--- src/rtl/addsub16_seq.sv ---
// rtl/addsub16_seq.sv - command sequencing, result capture and saturation around an external 16-bit add/sub datapath
module addsub16_seq #(
  parameter bit SAT = 1'b0
) (
  input  logic        clk,
  input  logic        rst,
  input  logic        cmd_valid,
  output logic        cmd_ready,
  input  logic [1:0]  cmd_op,
  input  logic [15:0] cmd_a,
  input  logic [15:0] cmd_b,
  output logic [15:0] add_a,
  output logic [15:0] add_b,
  output logic        add_ctrl,
  input  logic [15:0] add_sum,
  input  logic        add_cout,
  input  logic        add_ovf,
  output logic        res_valid,
  input  logic        res_ready,
  output logic [15:0] res_sum,
  output logic        res_cout,
  output logic        res_ovf,
  output logic        sticky_ovf,
  input  logic        clr_sticky
);

  typedef enum logic [1:0] {
    IDLE = 2'd0,
    EXEC = 2'd1,
    HOLD = 2'd2
  } state_t;

  state_t      state_q, state_d;
  logic [15:0] op_a_q, op_a_d;
  logic [15:0] op_b_q, op_b_d;
  logic        sub_q, sub_d;
  logic [15:0] acc_q, acc_d;
  logic [15:0] res_sum_q, res_sum_d;
  logic        res_cout_q, res_cout_d;
  logic        res_ovf_q, res_ovf_d;
  logic        sticky_q, sticky_d;
  logic [15:0] sat_sum;

  // Overflow direction follows the sign of operand A: a positive A can only overflow upward.
  always_comb begin
    sat_sum = add_sum;
    if (SAT && add_ovf) begin
      sat_sum = op_a_q[15] ? 16'h8000 : 16'h7FFF;
    end
  end

  always_comb begin
    state_d    = state_q;
    op_a_d     = op_a_q;
    op_b_d     = op_b_q;
    sub_d      = sub_q;
    acc_d      = acc_q;
    res_sum_d  = res_sum_q;
    res_cout_d = res_cout_q;
    res_ovf_d  = res_ovf_q;
    case (state_q)
      IDLE: begin
        if (cmd_valid) begin
          state_d = EXEC;
          op_a_d  = cmd_op[1] ? acc_q : cmd_a;
          op_b_d  = cmd_b;
          sub_d   = cmd_op[0];
        end
      end
      EXEC: begin
        state_d    = HOLD;
        res_sum_d  = sat_sum;
        acc_d      = sat_sum;
        res_cout_d = add_cout;
        res_ovf_d  = add_ovf;
      end
      HOLD: begin
        if (res_ready) begin
          state_d = IDLE;
        end
      end
      default: state_d = IDLE;
    endcase
  end

  // A new overflow on the same edge as a clear keeps the flag set.
  always_comb begin
    sticky_d = sticky_q;
    if (clr_sticky) begin
      sticky_d = 1'b0;
    end
    if (state_q == EXEC && add_ovf) begin
      sticky_d = 1'b1;
    end
  end

  always_ff @(posedge clk) begin
    if (rst) begin
      state_q    <= IDLE;
      op_a_q     <= 16'h0000;
      op_b_q     <= 16'h0000;
      sub_q      <= 1'b0;
      acc_q      <= 16'h0000;
      res_sum_q  <= 16'h0000;
      res_cout_q <= 1'b0;
      res_ovf_q  <= 1'b0;
      sticky_q   <= 1'b0;
    end else begin
      state_q    <= state_d;
      op_a_q     <= op_a_d;
      op_b_q     <= op_b_d;
      sub_q      <= sub_d;
      acc_q      <= acc_d;
      res_sum_q  <= res_sum_d;
      res_cout_q <= res_cout_d;
      res_ovf_q  <= res_ovf_d;
      sticky_q   <= sticky_d;
    end
  end

  assign cmd_ready  = (state_q == IDLE);
  assign res_valid  = (state_q == HOLD);
  assign add_a      = (state_q == EXEC) ? op_a_q : 16'h0000;
  assign add_b      = (state_q == EXEC) ? op_b_q : 16'h0000;
  assign add_ctrl   = (state_q == EXEC) ? sub_q : 1'b0;
  assign res_sum    = res_sum_q;
  assign res_cout   = res_cout_q;
  assign res_ovf    = res_ovf_q;
  assign sticky_ovf = sticky_q;

endmodule

--- config.mk ---
export PLATFORM = sky130hd
export DESIGN_NAME = addsub16_seq
export DESIGN_NICKNAME = d
export VERILOG_FILES = /design/src/rtl/addsub16_seq.sv
export SDC_FILE = /design/constraint.sdc
export NUM_CORES = 1
export LEC_CHECK = 0
export BUFFER_PORTS_ARGS = -buffer_cell sky130_fd_sc_hd__clkbuf_2
export CAP_MARGIN = 20
export CORE_MARGIN = 2
export CORE_UTILIZATION = 35
export DETAILED_ROUTE_END_ITERATION = 16
export GPL_TIMING_DRIVEN = 0
export PLACE_DENSITY = 0.67
export RECOVER_POWER = 50
export SLEW_MARGIN = 10
export SYNTH_ARGS = -nofsm -noshare
export SYNTH_HDL_FRONTEND = slang
export SYNTH_SLANG_ARGS = --single-unit
--- constraint.sdc ---
create_clock -name clk -period 1.15 [get_ports clk]
set_input_delay 0.0575 -clock clk [delete_from_list [all_inputs] [get_ports clk]]
set_output_delay 0.0575 -clock clk [all_outputs]
set_load 0.1 [all_outputs]
# [After elaboration in Yosys (flattened, before gate mapping)]
# Index checks and enable logic that the tools add are counted.
# W data, S select, Z words.
[word_totals] regBits=54 latchBits=0 mem_bits_rw=0 romBits=0 inputBits=57 out_inout_bits=54 elab_cells=26 n_memories=0
[op_classes] addsub=0 multipliers=0 n_div=0 n_lt_le_gt_ge=0 eq_ne=4 shift=0 muxes=9 bitwise=0 n_reduce_logical=5
[op_table] cell="$mux W16" n=3
[op_table] cell="$pmux W2 S3" n=1
[op_table] cell="$mux W2" n=2
[op_table] cell="$reduce_and A2 Y1" n=2
[op_table] cell="$mux W1" n=3
[op_table] cell="$eq A2 B1 Y1 const B" n=1
[op_table] cell="$eq A2 B2 Y1 const B" n=1
[op_table] cell="$logic_not A2 Y1" n=1
[op_table] cell="$ne A2 B1 Y1 const B" n=1
[op_table] cell="$ne A2 B2 Y1 const B" n=1
[op_table] cell="$reduce_bool A2 Y1" n=1
[op_table] cell="$logic_and A1 B1 Y1" n=1

# [Depth between registers and ports, before layout]
# Gate-level depths: netlist of the first run.
[logic_depth] ltp_word=3 mapped_depth=5 ltp_nobuf=3

# [Worst setup path before layout of the first run]
# OpenSTA, ideal clock, no wires.
[synth_path] path_type="reg-to-reg" from="reg state_q[1]" to="reg state_q[1]" setup_ns=0.071 arrival_time_ns=2.047 required_ns=1.079 path_slack_ns=-0.969 path_stages_with_launch=4 n_path_buf=0 synth_period_minus_slack_ns=2.119 cell_sequence="dfxtp_1 -> nor2b_1 -> nand2b_1 -> a21oi_1"
[synth_via] elab_chain_cells=3 elab_cells_between_ends=7 cone_classes="4 x eq/ne; 1 x mux; 2 x reduce/logical"
[synth_rtl] element="start: declaration" line="33" source="state_t state_q, state_d;"
[synth_rtl] element="start signal: assignment" line="109" source="state_q <= state_d;"
[synth_rtl] element="$eq A2 B2 Y1 (*)"
[synth_rtl] element="net res_valid" line="18" source="output logic res_valid,"
[synth_rtl] element="$ne A2 B1 Y1 (no line)"
[synth_rtl] element="$reduce_and A2 Y1 (no line)"
# Mark *: on every way through the listed nets, which the timed path passes. The rest lies on a longest branch.
# A chain may end at the register's enable or synchronous reset.

# [Worst setup path after layout of the first run]
[layout_path] from="reg state_q[0]" to="out add_b[10]"
[layout_via] elab_chain_cells=2
[layout_rtl] element="$eq A2 B1 Y1" line="124" source="assign add_b = (state_q == EXEC) ? op_b_q : 16'h0000;"
[layout_rtl] element="$mux W16" line="124"
[layout_rtl] element="end: declaration" line="13" source="output logic [15:0] add_b,"
# No other way between the ends.

==> summary.md, run 1 <==
| Metric | Value |
|---|---|
| Status | complete, but fails checks |
| Violated checks | negative setup slack |
| Sequential fraction of the synthesis area | 46.70% |
| Reg clk slew, reported paths | 100 ps |
| Syn_nets | 331 |
| RSZ-0062 raised after global routing | yes |
| CTS buffer count | 5 |
| Worst Skew | ~9.3 ps |
| Gpl congestion | 0.7543 |
| HP Class | in -> reg |
| Crit path arrival time | 1450 ps |
| Synth Register Bits | 54 |
| Clk sinks | 54 |
| Die width | ~85 µm |
| Global-route wire length before repair | 13.81 mm |
| Rows | 29 |
| Reg-to-Reg Start | state_q[0] |
| Critical Path Start | state_q[0] |
| GRT overflow | 0 |
| Worst setup endpoint | add_b[10] |
| Peak Freq | 0.6631 GHz |
| Final std cells w/o fill | roughly 530 |
| Largest net degree at the start of global routing | 17 |
| Reg2reg end | op_b_q[9] |
| Worst Setup Path Type | reg -> out |
| Layout cell share with drive strength beyond 1 | 60.89% |
| Setup violations, final | 89 |
| Area leader, netlist | dfxtp_1 |
| Die Y | approximately 85 µm |
| Synth top area share | a little under half |
| Worst Hold Depth | 3 |
| Final instance area | between 5000 and 6000 µm² |
| Pleak | roughly 0.0022 µW |
| R2R cell count | 6 |
| DRC | 0 |
| CTS tree | done |
| Final hold violations | 0 |
| Synth Area per Inst | 8.448 µm² |
| Main synth FF type | dfxtp_1 |
| Max-Cap Viols | 0 |
| Drt pass-1 iters | 4 |
| Synth Area in Compound Gates | 15.35% |
| Critical Path Start Type | flop |
| Worst-margin pin slew | 802.8 ps |
| Vias per cell | 4.981 |
| Vias in the first global route | 2775 |
| Layout net count | 506 |
| Initial antenna violation count | 0 |
| Maximum vdd drop | ~0.91 mV |
| Mapped Cells | around 270 |
| CP Capture Type | output pin |
| Drt initial violations | 63 |
| Main combinational cell family by area after synthesis | simple AND/OR/NAND/NOR gates |
| Wirelength per Cell | 17.33 µm |
| Worst-skew pair later-pin latency | 310 ps |
| Placed cell areas | around 3100 µm² |
| Async set-reset flop share out of synthesis | 0% |
| Setup TNS | -21130 ps |
| Post-synth top cells | 70 x nand2_1, 54 x dfxtp_1, 37 x a21oi_1, 33 x and2_1, 18 x nor2_1 |
| Vias | ~2600 |
| Cell area after synthesis | roughly 2300 µm² |
| Area grow syn2layout | 117.2% |
| Leading cell type by number of instances after synthesis | nand2_1 |
| WP data required | about 1100 ps |
| Total GRT Usage | 24.49% |
| Cell area power density | 1011 nW/µm² |
| Deepest clock path buffer count | 2 |
| H-tree levels | 2 |
| DP HPWL | around 4.6 mm |
| WHS | 55.57 ps |
| Core Area | 6386 µm² |
| R2r setup slk | -300 ps |
| Slew Limit Fails | 0 |
| Antenna Cells | 0 |
| Synth Area in XOR/XNOR | 0% |
| Final critical-path required period | 1508 ps |
| Routed met1 length | between 3 and 4 mm |
| Fraction of the mapped netlist area in simple logic gates | 25.46% |
| Post-Synth Adder-Cell Area | 0% |
| Starting Density | 36.25% |
| Buffers on Ports | 108 |
| Yosys warns | 0 |
| Worst-case headroom to the max-slew limit | 46.48% |
| Placed cells | between 400 and 500 |
| Crit share post-route | 131.1% |
| IO Pins | 111 |
| Top sig layer | met4 |
| Mux cell area share after synthesis | under 10% |
| Number of enable flip-flop cells after synthesis | 0 |
| Netlist cell types | 17 |
| Metal3 WL | 389 µm |
| Fin worst setup slack | -358.1 ps |
| WL met2 | 4.953 mm |
| Antenna Violating Nets Remaining | 0 |
| CP Max Fanout | 8 |
| Fillers | between 300 and 400 |
| Root Driver | clkbuf_8 |
| Pre-CTS setup slack | -360.0 ps |
| Die area | about 7300 µm² |
| Synth area leaders | dfxtp_1 47%, nand2_1 11%, and2_1 8.9% |
| Final wirelength | 9.135 mm |
## kinds of logic after synthesis
logic type	Yosys count
buffers and inverters	23
multiplexers	16
AND/OR/NAND/NOR	128
flip-flops	54
AO/OA/AOI/OAI	53
## metrics by stage
step	util [%]	total power (µW)
after floorplan	-	2998
after global placement	48.94	3240
after detailed placement	48.94	3255
after CTS	75.14	4936
after global routing	78.72	5267
final	78.72	5081
## critical path, cell delays in order (launching register included)
cell and delay (ps):
dfxtp_4 360, nor2b_4 150, buf_12 160, buf_8 120, and2_4 150, clkbuf_16 190
## report_power, final
part	leakage, µW	internal [µW]	switching, µW	total [µW]
sequential	0.000450	2000	94.8	2090
clock	0.0000496	564	642	1210
combinational	0.00165	794	990	1780
## placed cells by master (no fill, tap or decap), drive strengths merged
cell type | Yosys | routed
a211oi | 16 | 16
a21oi | 37 | 37
and2 | 33 | 33
buf | 16 | 40
bufbuf | 0 | 1
clkbuf | 7 | 121
clkinvlp | 0 | 1
dfxtp | 54 | 54
dlygate4sd3 | 0 | 36
mux2i | 16 | 16
nand2 | 70 | 70
nand2b | 3 | 3
nor2 | 18 | 18
nor2b | 2 | 2
nor3b | 1 | 1
or3b | 1 | 1
## registers in the layout, summed over array words and instances (netlist names)
name / count
sub_q: 1
op_b_q: 16
state_q: 2
op_a_q: 16
res_sum: 16
res_ovf: 1
sticky_ovf: 1
res_cout: 1
## timing repair
action / CTS / global route
gates cloned: 8 / 2
hold buffers: 36 / 0
buffers inserted: 13 / 3
setup endpoints to repair: 105 / 89
pin swaps: 47 / 10
hold endpoints to repair: 36 / 0
resized for setup: 189 / 49
## worst min path at each step
| stage | startpoint | end | slack (ps) |
|---|---|---|---|
| floorplan | add_sum[10] | res_sum[10] | 190 |
| global placement | add_cout | res_cout | 270 |
| detailed placement | add_sum[7] | res_sum[7] | 280 |
| CTS | res_ready | state_q[1] | 9 |
| global route | rst | op_a_q[3] | 90 |
| finish | res_ready | state_q[1] | 60 |
## area by class of cell
type | count | area, µm² | share of cell area [%]
plain buffers | 21 | 226.5 | 4.505
well taps | 77 | 96.34 | 1.916
repair buffers | 170 | 2022 | 40.22
flip-flops and latches | 54 | 1105 | 21.98
clock buffers | 7 | 97.59 | 1.941
multi-input cells | 197 | 1473 | 29.29
clock inverters | 1 | 7.507 | 0.1493
## layer usage
metal,vias up,global-route usage (%)
met5,-,0
met4,0,9.235
met3,24,3.599
met2,96,47.66
met1,1256,26.25
li1,1249,-
Power figures use the tool's default switching activity.
==> run 2, diff against run 1 <==
--- a/config.mk
+++ b/config.mk
@@ -11,8 +11,9 @@
 export CORE_UTILIZATION = 35
 export DETAILED_ROUTE_END_ITERATION = 16
 export GPL_TIMING_DRIVEN = 0
-export PLACE_DENSITY = 0.67
+export PLACE_DENSITY = 0.77
 export RECOVER_POWER = 50
+export REMOVE_ABC_BUFFERS = 1
 export SLEW_MARGIN = 10
 export SYNTH_ARGS = -nofsm -noshare
 export SYNTH_HDL_FRONTEND = slang
==> run 2 against run 1 <==
The flow still finishes with violations (negative setup slack). Final area decreased by 5.1%. Sequential power about the same. Combinational power decreased by 3%. Critical endpoint is now add_a[4].
==> summary.md, run 2 (same netlist as run 1, synthesis figures left out) <==
| Metric | Value |
|---|---|
| Cell area power density | slightly above 1000 nW/µm² |
| Vias | 2629 |
| Largest net degree at the start of global routing | 36 |
| Worst-case headroom to the max-slew limit | ~60% |
| CP Capture Type | output pin |
| CP Max Fanout | 8 |
| Vias per cell | 5.056 |
| Worst-skew pair later-pin latency | approximately 300 ps |
| Fin worst setup slack | -380.0 ps |
| CTS buffer count | 5 |
| Fillers | 418 |
| Global-route wire length before repair | 12.99 mm |
| Reg clk slew, reported paths | 90 ps |
| Placed cell areas | 2924 µm² |
| Core Area | 6386 µm² |
| Worst Hold Depth | 3 |
| Final instance area | 4771 µm² |
| H-tree levels | 2 |
| Rows | 29 |
| Max-Cap Viols | 0 |
| HP Class | in -> reg |
| Setup TNS | -21530 ps |
| Crit path arrival time | about 1500 ps |
| Peak Freq | 0.6536 GHz |
| Reg-to-Reg Start | state_q[0] |
| Crit share post-route | 133.0% |
| Clk sinks | 54 |
| Root Driver | clkbuf_8 |
| CTS tree | done |
| Final std cells w/o fill | 520 |
| Die area | 7280 µm² |
| Critical Path Start Type | flop |
| Worst Hold Path EP | sticky_ovf |
| Initial antenna violation count | 0 |
| Maximum vdd drop | a little under 0.8 mV |
| Worst Skew | 6.086 ps |
| Deepest clock path buffer count | 2 |
| Die width | ~85 µm |
| DP HPWL | 3.837 mm |
| Pleak | 0.002054 µW |
| Wirelength per Cell | 18.10 µm |
| DRC | 0 |
| Worst Setup Path Type | reg -> out |
| Reg2reg end | op_a_q[15] |
| Most common cell after layout, fill and taps aside | clkbuf_2 |
| Total GRT Usage | 22.94% |
| R2r setup slk | -370 ps |
| Clock power share | 20.9% |
| Final hold violations | 0 |
| Starting Density | 36.25% |
| Setup violations, final | 87 |
| IO Pins | between 100 and 150 |
| Reg power frac | 43.0% |
| Antenna Cells | 0 |
| Status | complete, but fails checks |
| Net Sw Frac | 34.25% |
| RSZ-0062 raised after global routing | yes |
| Drt pass-1 iters | 6 |
| HP Start | clr_sticky |
| Vias in the first global route | 2615 |
| Die Y | about 85 µm |
| Final critical-path required period | between 1500 and 2000 ps |
| Leading cell types in the layout, fill and taps excluded | 56 x clkbuf_2, 53 x nand2_1, 52 x dfxtp_1 |
| Gpl congestion | 0.7529 |
| Worst-margin pin slew | 597.1 ps |
| Violated checks | negative setup slack |
| Buffers on Ports | 110 |
| Area grow syn2layout | 106.1% |
| Layout cell share with drive strength beyond 1 | 52.82% |
| Pint | 3163 µW |
| P_sw | 1647 µW |
| Comb power frac | 36.0% |
| GRT overflow | 0 |
| Pre-CTS setup slack | -694.9 ps |
| Tot Pwr | 4810 µW |
| Drt initial violations | 155 |
| WP data required | approximately 1100 ps |
| Antenna Violating Nets Remaining | 0 |
| Slew Limit Fails | 0 |
| Placed cells | 442 |
| R2R cell count | 7 |
| Layout net count | 500 |
| Final wirelength | ~9.4 mm |
## run 2: worst max path at each step
stage | startpoint | to | slack (ps) | cells after the start
floorplan | state_q[0] | add_a[0] | -1520 | 2
global placement | state_q[0] | add_a[12] | -2440 | 3
detailed placement | state_q[0] | add_a[2] | -690 | 4
CTS | state_q[0] | add_a[2] | -380 | 5
global route | state_q[0] | op_a_q[6] | -450 | 7
finish | state_q[0] | add_a[4] | -380 | 5
## run 2: what timing repair did
action	in CTS	in global routing
endpoints found under the setup margin	108	88
gates resized for setup	176	54
setup buffers	21	6
hold buffers	36	0
cloned	6	5
pin swaps	26	26
hold endpoints to repair	37	0
## run 2: through the flow
stage | util (%) | hold WS [ps]
after global placement | 44.36 | 281.8
after global routing | 74.71 | 51.13
after CTS | 71.59 | 12.82
after detailed placement | 45.79 | 285.6
after floorplan | - | 122.1
final | 74.71 | 46.15
## run 2: final cells by class
type	instances	area [µm²]	area share (%)
well taps	77	96.34	2.019
clock buffers	7	76.32	1.600
multi-input cells	200	1354	28.38
flip-flops and latches	54	1089	22.82
repair buffers	182	2156	45.19
## run 2: power groups by stage
stage          logic, µW  clock network (µW)  registers (µW)
2_1_floorplan        531                   0            2320
3_3_place_gp        1020                   0            2090
3_5_place_dp        1070                   0            2110
4_1_cts             1580                1040            2060
5_1_grt             1810                1100            2080
6_report            1730                1010            2070
## run 2: critical path: stages, from the launching register on
cell,delay (ps)
dfxtp_4,350
nor2b_4,170
buf_4,150
clkbuf_16,150
and2_4,150
clkbuf_16,190
## run 2: routing by layer
layer,GRT usage (%),part of all wire (%),vias up
li1,-,-,1244
met1,23.94,37,1252
met2,45.88,55,114
met3,3.210,6.1,19
met4,7.937,2.1,0
met5,0,0,-
==> run 3, diff against run 2 <==
--- a/config.mk
+++ b/config.mk
@@ -5,6 +5,7 @@
 export SDC_FILE = /design/constraint.sdc
 export NUM_CORES = 1
 export LEC_CHECK = 0
+export ABC_CLOCK_PERIOD_IN_PS = 1150
 export BUFFER_PORTS_ARGS = -buffer_cell sky130_fd_sc_hd__clkbuf_2
 export CAP_MARGIN = 20
 export CORE_MARGIN = 2
@@ -14,6 +15,8 @@
 export PLACE_DENSITY = 0.77
 export RECOVER_POWER = 50
 export REMOVE_ABC_BUFFERS = 1
+export SETUP_SLACK_MARGIN = 0.5
+export SKIP_LAST_GASP = 1
 export SLEW_MARGIN = 10
 export SYNTH_ARGS = -nofsm -noshare
 export SYNTH_HDL_FRONTEND = slang
==> run 3 against run 2 <==
The flow still finishes with violations (negative setup slack). Total power is 0.81% higher. Setup slack better by 3.1 ps. Worst hold slack got worse by 35 ps. Critical path type unchanged. First-iteration DRC count is 59% lower. Final area grew 4.0%. Maximum frequency increased by 0.20%. Clock power about the same. Clock skew rose by 0.95 ps. Global-route usage is 3.1 points higher. Sequential share of layout area fell by 0.26 points. Via count is 1.6% lower.
==> summary.md, run 3 (same netlist as run 1, synthesis figures left out) <==
| Metric | Value |
|---|---|
| Max-Cap Viols | 0 |
| Slowest CP cell | dfxtp_4 |
| Largest net degree at the start of global routing | 36 |
| Layout cell share with drive strength beyond 1 | 53.88% |
| Critical Path Start Type | flop |
| Worst-margin pin slew | 610.4 ps |
| Drt initial violations | between 60 and 70 |
| WHS | 11.43 ps |
| Crit share post-route | 132.8% |
| Worst Skew | 7.034 ps |
| Final wirelength | 9.424 mm |
| Leading cell types in the layout, fill and taps excluded | 66 x nand2_1, 56 x clkbuf_2, 43 x clkbuf_16 |
| Antenna Violating Nets Remaining | 0 |
| IO Pins | 111 |
| Placed cell areas | 2924 µm² |
| Placed cells | around 440 |
| Drt pass-1 iters | 4 |
| Reg clk slew, reported paths | about 90 ps |
| Layout net count | 508 |
| CTS tree | done |
| Rows | 29 |
| Maximum vdd drop | 0.7984 mV |
| Vias in the first global route | 2872 |
| Worst-case headroom to the max-slew limit | 59.31% |
| Area grow syn2layout | 114.4% |
| CTS buffer count | 5 |
| Clk sinks | 54 |
| Pleak | 0.002158 µW |
| Violated checks | negative setup slack |
| HP Class | in -> reg |
| Wirelength per Cell | roughly 18 µm |
| Die area | 7280 µm² |
| H-tree levels | 2 |
| Total GRT Usage | 26.04% |
| Crit path arrival time | 1470 ps |
| Cell area power density | 976.9 nW/µm² |
| Fillers | 379 |
| Starting Density | a little over a third |
| Final critical-path required period | ~1500 ps |
| Crit path largest cell delay | 370 ps |
| CP cell instances | nor2b_4 > buf_6 > buf_16 > and2_4 > clkbuf_16 |
| Vias | 2586 |
| Final std cells w/o fill | between 500 and 600 |
| Peak Freq | 0.6549 GHz |
| Gpl congestion | 0.7529 |
| Count of hold-fix buffers inserted at cts | 35 |
| Core Area | about 6400 µm² |
| Deepest clock path buffer count | 2 |
| CP Max Fanout | 17 |
| Die width | about 85 µm |
| CP Capture Type | output pin |
| DP HPWL | 3.837 mm |
| Final Util | ~78% |
| Slew Limit Fails | 0 |
| Die Y | 85.33 µm |
| RSZ-0062 raised after global routing | yes |
| Status | complete, but fails checks |
| CP Buf/Inv Count | 3 |
| Buffers on Ports | 110 |
| Vias per cell | around 5 |
| Worst Setup Path Type | reg -> out |
| Fin worst setup slack | -376.9 ps |
| Worst-skew pair later-pin latency | ~300 ps |
| Final hold violations | 0 |
| DRC | 0 |
| WP data required | 1090 ps |
| Most common cell after layout, fill and taps aside | nand2_1 |
| CP top delay family | buffers and inverters |
| Final instance area | 4964 µm² |
| Root Driver | clkbuf_8 |
| GRT overflow | 0 |
| Global-route wire length before repair | approximately 15 mm |
| Setup violations, final | 84 |
| Initial antenna violation count | 2 |
[run 3: final timing paths]
| check | start | end | slack [ps] | depth (start not counted) |
|---|---|---|---|---|
| max | state_q[1] | add_b[14] | -380 | 5 |
| min | res_ready | state_q[1] | 10 | 3 |
| max reg2reg | state_q[1] | op_a_q[7] | -340 | 7 |
| min reg2reg | res_ovf | res_ovf | 460 | 2 |
[run 3: per-layer routing]
layer	vias up	track usage [%]	wire length [µm]
met4	0	11.54	415
met5	-	0	0
met1	1207	25.91	3298
met2	87	52.34	5360
li1	1259	-	-
met3	33	3.599	349
[run 3: stage by stage]
stage / setup WS (ps) / TNS (ps) / total power, µW
after floorplan: -1515 / -110130 / 2847
after global placement: -2444 / -186050 / 3114
after detailed placement: -694.9 / -42400 / 3171
after CTS: -383.5 / -18270 / 4828
after global routing: -449.5 / -26320 / 5051
final: -376.9 / -20420 / 4849
[run 3: area by class of cell]
| cell class | instances | area [µm²] | area share, % |
|---|---|---|---|
| clock buffers | 7 | 76.32 | 1.538 |
| diodes | 2 | 5.005 | 0.1008 |
| repair buffers | 193 | 2410 | 48.55 |
| flip-flops and latches | 54 | 1120 | 22.56 |
| multi-input cells | 197 | 1256 | 25.31 |
| well taps | 77 | 96.34 | 1.941 |
[run 3: timing repair]
item / 4_1_cts / 5_1_grt
gates cloned: 6 / 0
buffers inserted: 34 / 4
setup endpoints to repair: 108 / 108
gates resized for setup: 233 / 24
pin swaps: 12 / 18
hold endpoints to repair: 37 / 1
[run 3: tightest hold or removal path, delay by kind of cell]
kind,cells,cell delay (ps)
compound gates,1,50
buf+inv,1,70
simple gates,1,90
[run 3: report_power, final]
part / leakage [µW] / switching (µW) / total, µW / internal, µW
logic: 0.00167 / 963 / 1760 / 799
registers: 0.000454 / 82.1 / 2080 / 1990
clock network: 0.0000383 / 588 / 1010 / 422
